**config.mk**
```make
export PLATFORM = sky130hd
export DESIGN_NAME = traffic_phase_scheduler_flat
export DESIGN_NICKNAME = d
export VERILOG_FILES = /design/src/rtl/traffic_phase_scheduler_pkg.sv /design/src/rtl/traffic_phase_scheduler_if.sv /design/src/rtl/traffic_phase_scheduler_ped_latch.sv /design/src/rtl/traffic_phase_scheduler.sv /design/src/flat_wrapper.sv
export SDC_FILE = /design/constraint.sdc
export NUM_CORES = 1
export LEC_CHECK = 0
export CELL_PAD_IN_SITES_DETAIL_PLACEMENT = 1
export CELL_PAD_IN_SITES_GLOBAL_PLACEMENT = 1
export CORE_UTILIZATION = 39
export DETAILED_ROUTE_END_ITERATION = 12
export GPL_TIMING_DRIVEN = 0
export PLACE_DENSITY_LB_ADDON = 0.1
export REMOVE_ABC_BUFFERS = 1
export SLEW_MARGIN = 30
export SYNTH_ARGS = -nofsm -noshare
export SYNTH_HDL_FRONTEND = slang
export SYNTH_HIERARCHICAL = 1
export SYNTH_SLANG_ARGS = --single-unit
```
**constraint.sdc**
```tcl
create_clock -name clk -period 2.62 [get_ports clk]
set_input_delay 0.393 -clock clk [delete_from_list [all_inputs] [get_ports clk]]
set_output_delay 0.393 -clock clk [all_outputs]
set_load 0.03 [all_outputs]
```
**src/rtl/traffic_phase_scheduler_pkg.sv**
```systemverilog
// Shared types and constants for the intersection sequencer and its light decoders.
// Pure declarations: no logic, no latency, no backpressure.
package traffic_phase_scheduler_pkg;

    typedef enum logic [2:0] {
        ST_IDLE  = 3'd0,
        ST_CLEAR = 3'd1,
        ST_RUN   = 3'd2,
        ST_HOLD  = 3'd3,
        ST_FLASH = 3'd4
    } state_e;

    localparam logic [1:0] CAR_RED       = 2'd0;
    localparam logic [1:0] CAR_YELLOW    = 2'd1;
    localparam logic [1:0] CAR_GREEN     = 2'd2;
    localparam logic [1:0] PED_DONT_WALK = 2'd0;
    localparam logic [1:0] PED_FLASH     = 2'd1;
    localparam logic [1:0] PED_WALK      = 2'd2;

    localparam int unsigned APP_N = 0;
    localparam int unsigned APP_S = 1;
    localparam int unsigned APP_E = 2;
    localparam int unsigned APP_W = 3;

    localparam logic MODE_NS = 1'b0;
    localparam logic MODE_EW = 1'b1;

    localparam int CYCLE_W = 7;

    // The count never passes through 0 while running: 0 means "no phase" to the decoders.
    function automatic logic [CYCLE_W-1:0] cycle_inc(input logic [CYCLE_W-1:0] c,
                                                     input int unsigned last);
        return (c == CYCLE_W'(last)) ? CYCLE_W'(1) : c + CYCLE_W'(1);
    endfunction

endpackage

```
**src/rtl/traffic_phase_scheduler_if.sv**
```systemverilog
// Board-side inputs and decoder-side outputs of the phase scheduler.
// Plain signal bundle: no latency, no backpressure.
interface traffic_phase_scheduler_if;
    logic       i_enable;
    logic [3:0] i_ped_req;
    logic       i_emg_req;
    logic       i_emg_dir;
    logic       i_night;
    logic [6:0] o_cycle;
    logic       o_mode_ns;
    logic       o_mode_ew;
    logic       o_all_red;
    logic       o_flash;
    logic [3:0] o_ped_ack;
    logic [3:0] o_ped_pend;
    logic [2:0] o_state;

    modport master (
        output i_enable, i_ped_req, i_emg_req, i_emg_dir, i_night,
        input  o_cycle, o_mode_ns, o_mode_ew, o_all_red, o_flash,
               o_ped_ack, o_ped_pend, o_state
    );

    modport slave (
        input  i_enable, i_ped_req, i_emg_req, i_emg_dir, i_night,
        output o_cycle, o_mode_ns, o_mode_ew, o_all_red, o_flash,
               o_ped_ack, o_ped_pend, o_state
    );
endinterface

```
**src/rtl/traffic_phase_scheduler_ped_latch.sv**
```systemverilog
// Pending pedestrian calls {W,E,S,N}; ack pulses one clock after the serving edge.
// Latency 1 clk; no backpressure, a request seen on the serving edge is acked, not latched.
module traffic_phase_scheduler_ped_latch
    import traffic_phase_scheduler_pkg::*;
(
    input  logic       clk,
    input  logic       rst_n,
    input  logic [3:0] req_i,
    input  logic       serve_ns_i,
    input  logic       serve_ew_i,
    output logic [3:0] pend_o,
    output logic [3:0] ack_o
);

    logic [3:0] pend_q, pend_d, ack_q, ack_d, mask, calls;

    always_comb begin
        mask        = '0;
        mask[APP_N] = serve_ns_i;
        mask[APP_S] = serve_ns_i;
        mask[APP_E] = serve_ew_i;
        mask[APP_W] = serve_ew_i;
        calls       = pend_q | req_i;
        pend_d      = calls & ~mask;
        ack_d       = calls & mask;
    end

    always_ff @(posedge clk or negedge rst_n) begin
        if (!rst_n) begin
            pend_q <= '0;
            ack_q  <= '0;
        end else begin
            pend_q <= pend_d;
            ack_q  <= ack_d;
        end
    end

    assign pend_o = pend_q;
    assign ack_o  = ack_q;

endmodule

```
**src/rtl/traffic_phase_scheduler.sv**
```systemverilog
// Intersection sequencer: cycle count, emergency preemption, night flash, ped calls.
// All outputs registered (1 clk from inputs); no backpressure, inputs sampled every clock.
module traffic_phase_scheduler
    import traffic_phase_scheduler_pkg::*;
#(
    parameter int unsigned CYCLE_LEN  = 68,
    parameter int unsigned EW_START   = 35,
    parameter int unsigned CLEAR_LEN  = 2,
    parameter int unsigned FLASH_HALF = 8
) (
    input  logic                     clk,
    input  logic                     rst_n,
    traffic_phase_scheduler_if.slave tps
);

    if (CYCLE_LEN > 127 || CYCLE_LEN < 1 || EW_START < 1 || EW_START > CYCLE_LEN ||
        CLEAR_LEN < 1 || FLASH_HALF < 1) begin : g_param_chk
        $error("traffic_phase_scheduler: illegal parameter set");
    end

    localparam int CLR_W = (CLEAR_LEN > 1) ? $clog2(CLEAR_LEN) : 1;
    localparam int FL_W  = (FLASH_HALF > 1) ? $clog2(FLASH_HALF) : 1;

    state_e             state_q, state_d;
    logic [CYCLE_W-1:0] cycle_q, cycle_d;
    logic               ret_hold_q, ret_hold_d;
    logic               dir_q, dir_d;
    logic [CLR_W-1:0]   clr_q, clr_d;
    logic [FL_W-1:0]    fl_q, fl_d;
    logic               flash_q, flash_d;
    logic               all_red_q, all_red_d;
    logic               presented, serve_ns, serve_ew;

    always_comb begin
        state_d    = state_q;
        cycle_d    = cycle_q;
        ret_hold_d = ret_hold_q;
        dir_d      = dir_q;
        clr_d      = clr_q;
        fl_d       = fl_q;
        flash_d    = flash_q;

        if (!tps.i_enable) begin
            state_d = ST_IDLE;
            cycle_d = '0;
            clr_d   = '0;
            fl_d    = '0;
            flash_d = 1'b0;
        end else begin
            unique case (state_q)
                ST_IDLE: begin
                    state_d    = ST_CLEAR;
                    ret_hold_d = 1'b0;
                    clr_d      = '0;
                end
                ST_CLEAR: begin
                    if (clr_q == CLR_W'(CLEAR_LEN - 1)) begin
                        clr_d   = '0;
                        state_d = ret_hold_q ? ST_HOLD : ST_RUN;
                        cycle_d = (ret_hold_q && dir_q) ? CYCLE_W'(EW_START) : CYCLE_W'(1);
                    end else begin
                        clr_d = clr_q + 1'b1;
                    end
                end
                ST_RUN: begin
                    if (tps.i_emg_req) begin
                        state_d    = ST_CLEAR;
                        ret_hold_d = 1'b1;
                        dir_d      = tps.i_emg_dir;
                        clr_d      = '0;
                        cycle_d    = '0;
                    end else if (cycle_q == CYCLE_W'(CYCLE_LEN) && tps.i_night) begin
                        state_d = ST_FLASH;
                        cycle_d = '0;
                        fl_d    = '0;
                        flash_d = 1'b0;
                    end else begin
                        cycle_d = cycle_inc(cycle_q, CYCLE_LEN);
                    end
                end
                ST_HOLD: begin
                    if (!tps.i_emg_req) begin
                        state_d = ST_RUN;
                        cycle_d = cycle_inc(cycle_q, CYCLE_LEN);
                    end
                end
                ST_FLASH: begin
                    if (tps.i_emg_req || !tps.i_night) begin
                        state_d    = ST_CLEAR;
                        ret_hold_d = tps.i_emg_req;
                        dir_d      = tps.i_emg_req ? tps.i_emg_dir : dir_q;
                        clr_d      = '0;
                        fl_d       = '0;
                        flash_d    = 1'b0;
                    end else if (fl_q == FL_W'(FLASH_HALF - 1)) begin
                        fl_d    = '0;
                        flash_d = ~flash_q;
                    end else begin
                        fl_d = fl_q + 1'b1;
                    end
                end
                default: begin
                    state_d = ST_IDLE;
                    cycle_d = '0;
                end
            endcase
        end

        all_red_d = (state_d == ST_IDLE) || (state_d == ST_CLEAR);
        // A value is served only on the clock it first appears, so a long HOLD acks once.
        presented = ((state_d == ST_RUN) || (state_d == ST_HOLD)) && (cycle_d != cycle_q);
        serve_ns  = presented && (cycle_d == CYCLE_W'(EW_START));
        serve_ew  = presented && (cycle_d == CYCLE_W'(1));
    end

    always_ff @(posedge clk or negedge rst_n) begin
        if (!rst_n) begin
            state_q    <= ST_IDLE;
            cycle_q    <= '0;
            ret_hold_q <= 1'b0;
            dir_q      <= 1'b0;
            clr_q      <= '0;
            fl_q       <= '0;
            flash_q    <= 1'b0;
            all_red_q  <= 1'b1;
        end else begin
            state_q    <= state_d;
            cycle_q    <= cycle_d;
            ret_hold_q <= ret_hold_d;
            dir_q      <= dir_d;
            clr_q      <= clr_d;
            fl_q       <= fl_d;
            flash_q    <= flash_d;
            all_red_q  <= all_red_d;
        end
    end

    traffic_phase_scheduler_ped_latch u_ped (
        .clk        (clk),
        .rst_n      (rst_n),
        .req_i      (tps.i_ped_req),
        .serve_ns_i (serve_ns),
        .serve_ew_i (serve_ew),
        .pend_o     (tps.o_ped_pend),
        .ack_o      (tps.o_ped_ack)
    );

    assign tps.o_cycle   = cycle_q;
    assign tps.o_mode_ns = MODE_NS;
    assign tps.o_mode_ew = MODE_EW;
    assign tps.o_all_red = all_red_q;
    assign tps.o_flash   = flash_q;
    assign tps.o_state   = state_q;

endmodule

```
**src/flat_wrapper.sv**
```systemverilog
// flat-port wrapper written by rule: the top's interface ports become plain ports
module traffic_phase_scheduler_flat import traffic_phase_scheduler_pkg::*;
#(
    parameter int unsigned CYCLE_LEN  = 68,
    parameter int unsigned EW_START   = 35,
    parameter int unsigned CLEAR_LEN  = 2,
    parameter int unsigned FLASH_HALF = 8
)
  (clk, rst_n, tps_i_enable, tps_i_ped_req, tps_i_emg_req, tps_i_emg_dir, tps_i_night, tps_o_cycle, tps_o_mode_ns, tps_o_mode_ew, tps_o_all_red, tps_o_flash, tps_o_ped_ack, tps_o_ped_pend, tps_o_state);
  traffic_phase_scheduler_if tps_i ();
  input  logic clk;
  input  logic rst_n;
  input wire logic [$bits(tps_i.i_enable)-1:0] tps_i_enable;
  input wire logic [$bits(tps_i.i_ped_req)-1:0] tps_i_ped_req;
  input wire logic [$bits(tps_i.i_emg_req)-1:0] tps_i_emg_req;
  input wire logic [$bits(tps_i.i_emg_dir)-1:0] tps_i_emg_dir;
  input wire logic [$bits(tps_i.i_night)-1:0] tps_i_night;
  output wire logic [$bits(tps_i.o_cycle)-1:0] tps_o_cycle;
  output wire logic [$bits(tps_i.o_mode_ns)-1:0] tps_o_mode_ns;
  output wire logic [$bits(tps_i.o_mode_ew)-1:0] tps_o_mode_ew;
  output wire logic [$bits(tps_i.o_all_red)-1:0] tps_o_all_red;
  output wire logic [$bits(tps_i.o_flash)-1:0] tps_o_flash;
  output wire logic [$bits(tps_i.o_ped_ack)-1:0] tps_o_ped_ack;
  output wire logic [$bits(tps_i.o_ped_pend)-1:0] tps_o_ped_pend;
  output wire logic [$bits(tps_i.o_state)-1:0] tps_o_state;
  assign tps_i.i_enable = tps_i_enable;
  assign tps_i.i_ped_req = tps_i_ped_req;
  assign tps_i.i_emg_req = tps_i_emg_req;
  assign tps_i.i_emg_dir = tps_i_emg_dir;
  assign tps_i.i_night = tps_i_night;
  assign tps_o_cycle = tps_i.o_cycle;
  assign tps_o_mode_ns = tps_i.o_mode_ns;
  assign tps_o_mode_ew = tps_i.o_mode_ew;
  assign tps_o_all_red = tps_i.o_all_red;
  assign tps_o_flash = tps_i.o_flash;
  assign tps_o_ped_ack = tps_i.o_ped_ack;
  assign tps_o_ped_pend = tps_i.o_ped_pend;
  assign tps_o_state = tps_i.o_state;
  traffic_phase_scheduler #(.CYCLE_LEN(CYCLE_LEN), .EW_START(EW_START), .CLEAR_LEN(CLEAR_LEN), .FLASH_HALF(FLASH_HALF)) u_core (.clk(clk), .rst_n(rst_n), .tps(tps_i));
endmodule
```
==> run summary <==
Once detail routing completed, the nets flagged for antenna violations numbered 0. The remaining global-route overflow is 0, and the die extent in y is 67.45 microns. For the clock sink count, the log shows 26. The largest individual stage delay along the critical path comes from the cell dfrtp_4. The logs give 6 for the number of warning messages in the yosys log and 4058 sq um for the core area. The run gives 39.03% as the sequential share of the synthesized area. The most common cell in the synthesized netlist was dfrtp_1. TritonCTS built the clock tree. The number of antenna violations at the first check in global routing came out at 0. For this design the static power due to leakage is 0.8955 nW. The tools report the end of the worst register-to-register path as u_core/u_ped/pend_o[3].

The run gives -486.7 ps as the worst slack at placement. The worst stage delay on the critical path was 490 ps. The run gives 1621 as the vias after detailed routing. The number of storage elements in the synthesis netlist is 26, and the internal reg-to-reg setup slack is 60 ps. For the depth of the CTS H-tree, the log shows 1. After filler insertion, the fill cell instance count of the layout stands at 468. Cells fill 53.99% of the core in the end. The number of DRC markers after the initial detailed-route iteration was 123; the detailed-route wire length per cell was 19.44 microns.

In this run the clock root is driven by a clkbuf_8. Summed over its instances, the top area cell type makes up 37.45% of the synthesized netlist area. The via density per instance came out at 6.004. The transition time at the pin with the least slew margin is 601.7 ps. After clock tree synthesis, the clock-pin slew on the worst setup and hold paths is 100 ps. For the maximum achievable frequency, the log shows 0.3904 GHz. The global-route wire length before repair is 7824 microns, and the total count of max-transition violations in the final report is 0.

Most frequently used flop master after synthesis: dfrtp_1. Entering global routing, the biggest net connects 27 pins. The path category of the worst min-delay check is input pin to async pin. For the hold violation total from the final report, the log shows 0. Walking the worst path, the cells encountered are clkbuf_2, buf_4, and4b_1, a211oi_1, a21boi_0, nor2b_1, nand4_1, a211oi_4, o21ba_1. The worst-case vdd ir drop is 0.2168 mV, and the logic depth of the worst register-to-register path is 9. The run gives 23 as the number of rows created at floorplan.

The overall global routing resource usage was 23.36%. The length of the first detailed-routing pass in iterations came out at 4. The final-stage net count is 235, and the post-synthesis to final-layout area growth is 31.16%. The run finished with clean final reports. The critical path is of the flip-flop to flip-flop type.

The tools report the headroom to the max-slew limit as 59.88%. Measured along the x axis, the die boundary spans 67.45 microns. Sorting the synthesized cells by area gives the leading types as dfrtp_1, a21oi_1, nor2_1. Buffer depth of the longest clock path: 2. Dividing the final minimum period by the clock period gives 97.76%.

The worst setup path is launched from a flip-flop. The tool flagged a number of max-cap violations equal to 0. Hold timing on the final database bottoms out at a slack of 106.4 ps. Synthesis instantiated 50 different standard cells from the library. The tools report the final RePlAce weighted congestion as 0.8991.

Setup violations remaining at the end of the flow were counted as 0. For the area of the mapped netlist, the log shows 1670 sq um. Pin placement for this block handled 32 I/O pins.

In the synthesized netlist the async set-or-reset flop fraction comes to 100.0%. The clock insertion delay at the later pin of the skew report is 280 ps. The tools report the nature of the critical path endpoint as a flip-flop. Along the worst path, the maximum fanout reaches 6. The floorplan step defined a die boundary enclosing 4549 sq um. By count the netlist is led by dfrtp_1, a21oi_1, nor2_1. The tools report the start of the worst register-to-register path as u_core/tps.o_state[2]. The run gives 1595 as the number of global-route vias before repair. The count of input and output buffers is 29. The logs give 5249 microns for the routed wire length and 6.719 ps for the largest clock skew in the final design. In this run, CTS created clock tree buffers numbering 3. Total power density per cell area: 452.7 nW/um^2. The clock period could shrink to 2561 ps. Each instance of the synthesized netlist takes up on average 8.980 sq um.

The tools report the final setup slack of the worst path as 58.58 ps. The antenna cell count is 0. The placed wire-length estimate came out at 3473 microns.

The library cell with the largest summed area after synthesis was dfrtp_1. Counting flops with a built-in enable in the synthesized netlist gives 0. At the worst endpoint, the required time is 2840 ps. Cells with a size suffix above 1 make up 18.64% of the layout. The number of instances in the synthesized netlist is 186. The worst path arrival time is 2780 ps. The most critical setup path has its startpoint at u_core/tps.o_state[2]. Summed over all failing endpoints, the final setup total negative slack is 0 ps. For the initial cell density of the core, the log shows 41.17%. In this run the worst setup path terminates at u_core/u_ped/pend_o[3]. The number of DRC violations after detailed routing was 0.
==> routing by layer <==
layer	vias up	track usage (%)	wire length (microns)	share of wire (%)
met1	827	28.87	2290	44
met2	47	41.50	2719	52
met3	4	2.872	196	3.7
li1	743	-	-	-
met5	-	0	0	0
met4	0	7.979	43	0.82
==> worst max-delay path, delay by kind of cell, from the launching register on <==
kind / cells / cell delay, ps
DFF: 1 / 490
and+or+nand+nor: 3 / 510
AOI/OAI and AO/OA: 4 / 1170
buffers and inverters: 2 / 330
==> cells in the final DEF, fill, tap and decap left out, types with 3 or more instances in the layout <==
cell type        instances
a21oi_1                 15
a22o_1                   3
a31o_1                   3
a31oi_1                  4
and4b_1                  3
buf_4                   11
clkbuf_8                 4
clkdlybuf4s50_1         27
dfrtp_1                 20
dfrtp_2                  4
ha_1                     3
inv_1                    8
nand2_1                 11
nand2b_1                 4
nand3_1                  7
nor2_1                  14
nor3_1                   6
o21a_1                   7
o21ai_0                  9
o21ba_1                  4
==> power by group <==
group | switching, mW | internal (mW) | leakage (nW)
clock | 0.141 | 0.135 | 0.0288
combinational | 0.160 | 0.109 | 0.541
sequential | 0.0259 | 0.421 | 0.326
==> sequential cells by signal, indices dropped and copies added, names as in the netlist <==
name / flops
u_core/tps.o_all_red: 1
u_core/dir_q: 1
u_core/u_ped/pend_o: 4
u_core/clr_q: 1
u_core/tps.o_state: 3
u_core/fl_q: 3
u_core/ret_hold_q: 1
u_core/tps.o_cycle: 7
u_core/u_ped/ack_o: 4
u_core/tps.o_flash: 1
==> stage by stage <==
step                cell area (sq um)  total power [mW]  instances
finish                           2191            0.9918        270
global route                     2191             1.027        270
CTS                              2056            0.9465        259
detailed placement               1966            0.6686        253
global placement                 1966            0.6567        253
floorplan                        1613            0.5808        174
==> repair_timing <==
item	CTS	global route
endpoints found under the hold margin	0	0
setup buffers	2	11
pin swaps	1	5
hold buffers	0	0
gates resized for setup	7	13
setup endpoints to repair	8	8
==> area by class of cell <==
cell class                 count  area, sq um  area share (%)
multi-input combinational    140         1006           45.92
sequential                    26        660.6           30.15
timing repair buffer          42        376.6           17.19
tap                           50        62.56           2.856
clock buffer                   4        55.05           2.513
inverter                       8        30.03           1.371
==> logic make-up after synthesis <==
family	Yosys count	share of synthesized area, %
and+or+nand+nor	66	22.77
AOI/OAI and AO/OA	63	26.52
DFF	26	39.03
buffers and inverters	20	5.243
adders and majority gates	4	2.996
muxes	3	1.947
other	2	0.4496
xor gates and xnor gates	2	1.049
==> worst min path at each step <==
stage	from	end	slack (ps)	depth (start not counted)
finish	rst_n	u_core/fl_q[2]	110	1
global route	rst_n	u_core/clr_q	150	1
CTS	rst_n	u_core/fl_q[2]	140	1
detailed placement	rst_n	u_core/fl_q[2]	440	1
global placement	u_core/tps.o_flash	u_core/tps.o_flash	460	1
floorplan	rst_n	u_core/clr_q	100	0
Power figures use the tool's default switching activity.
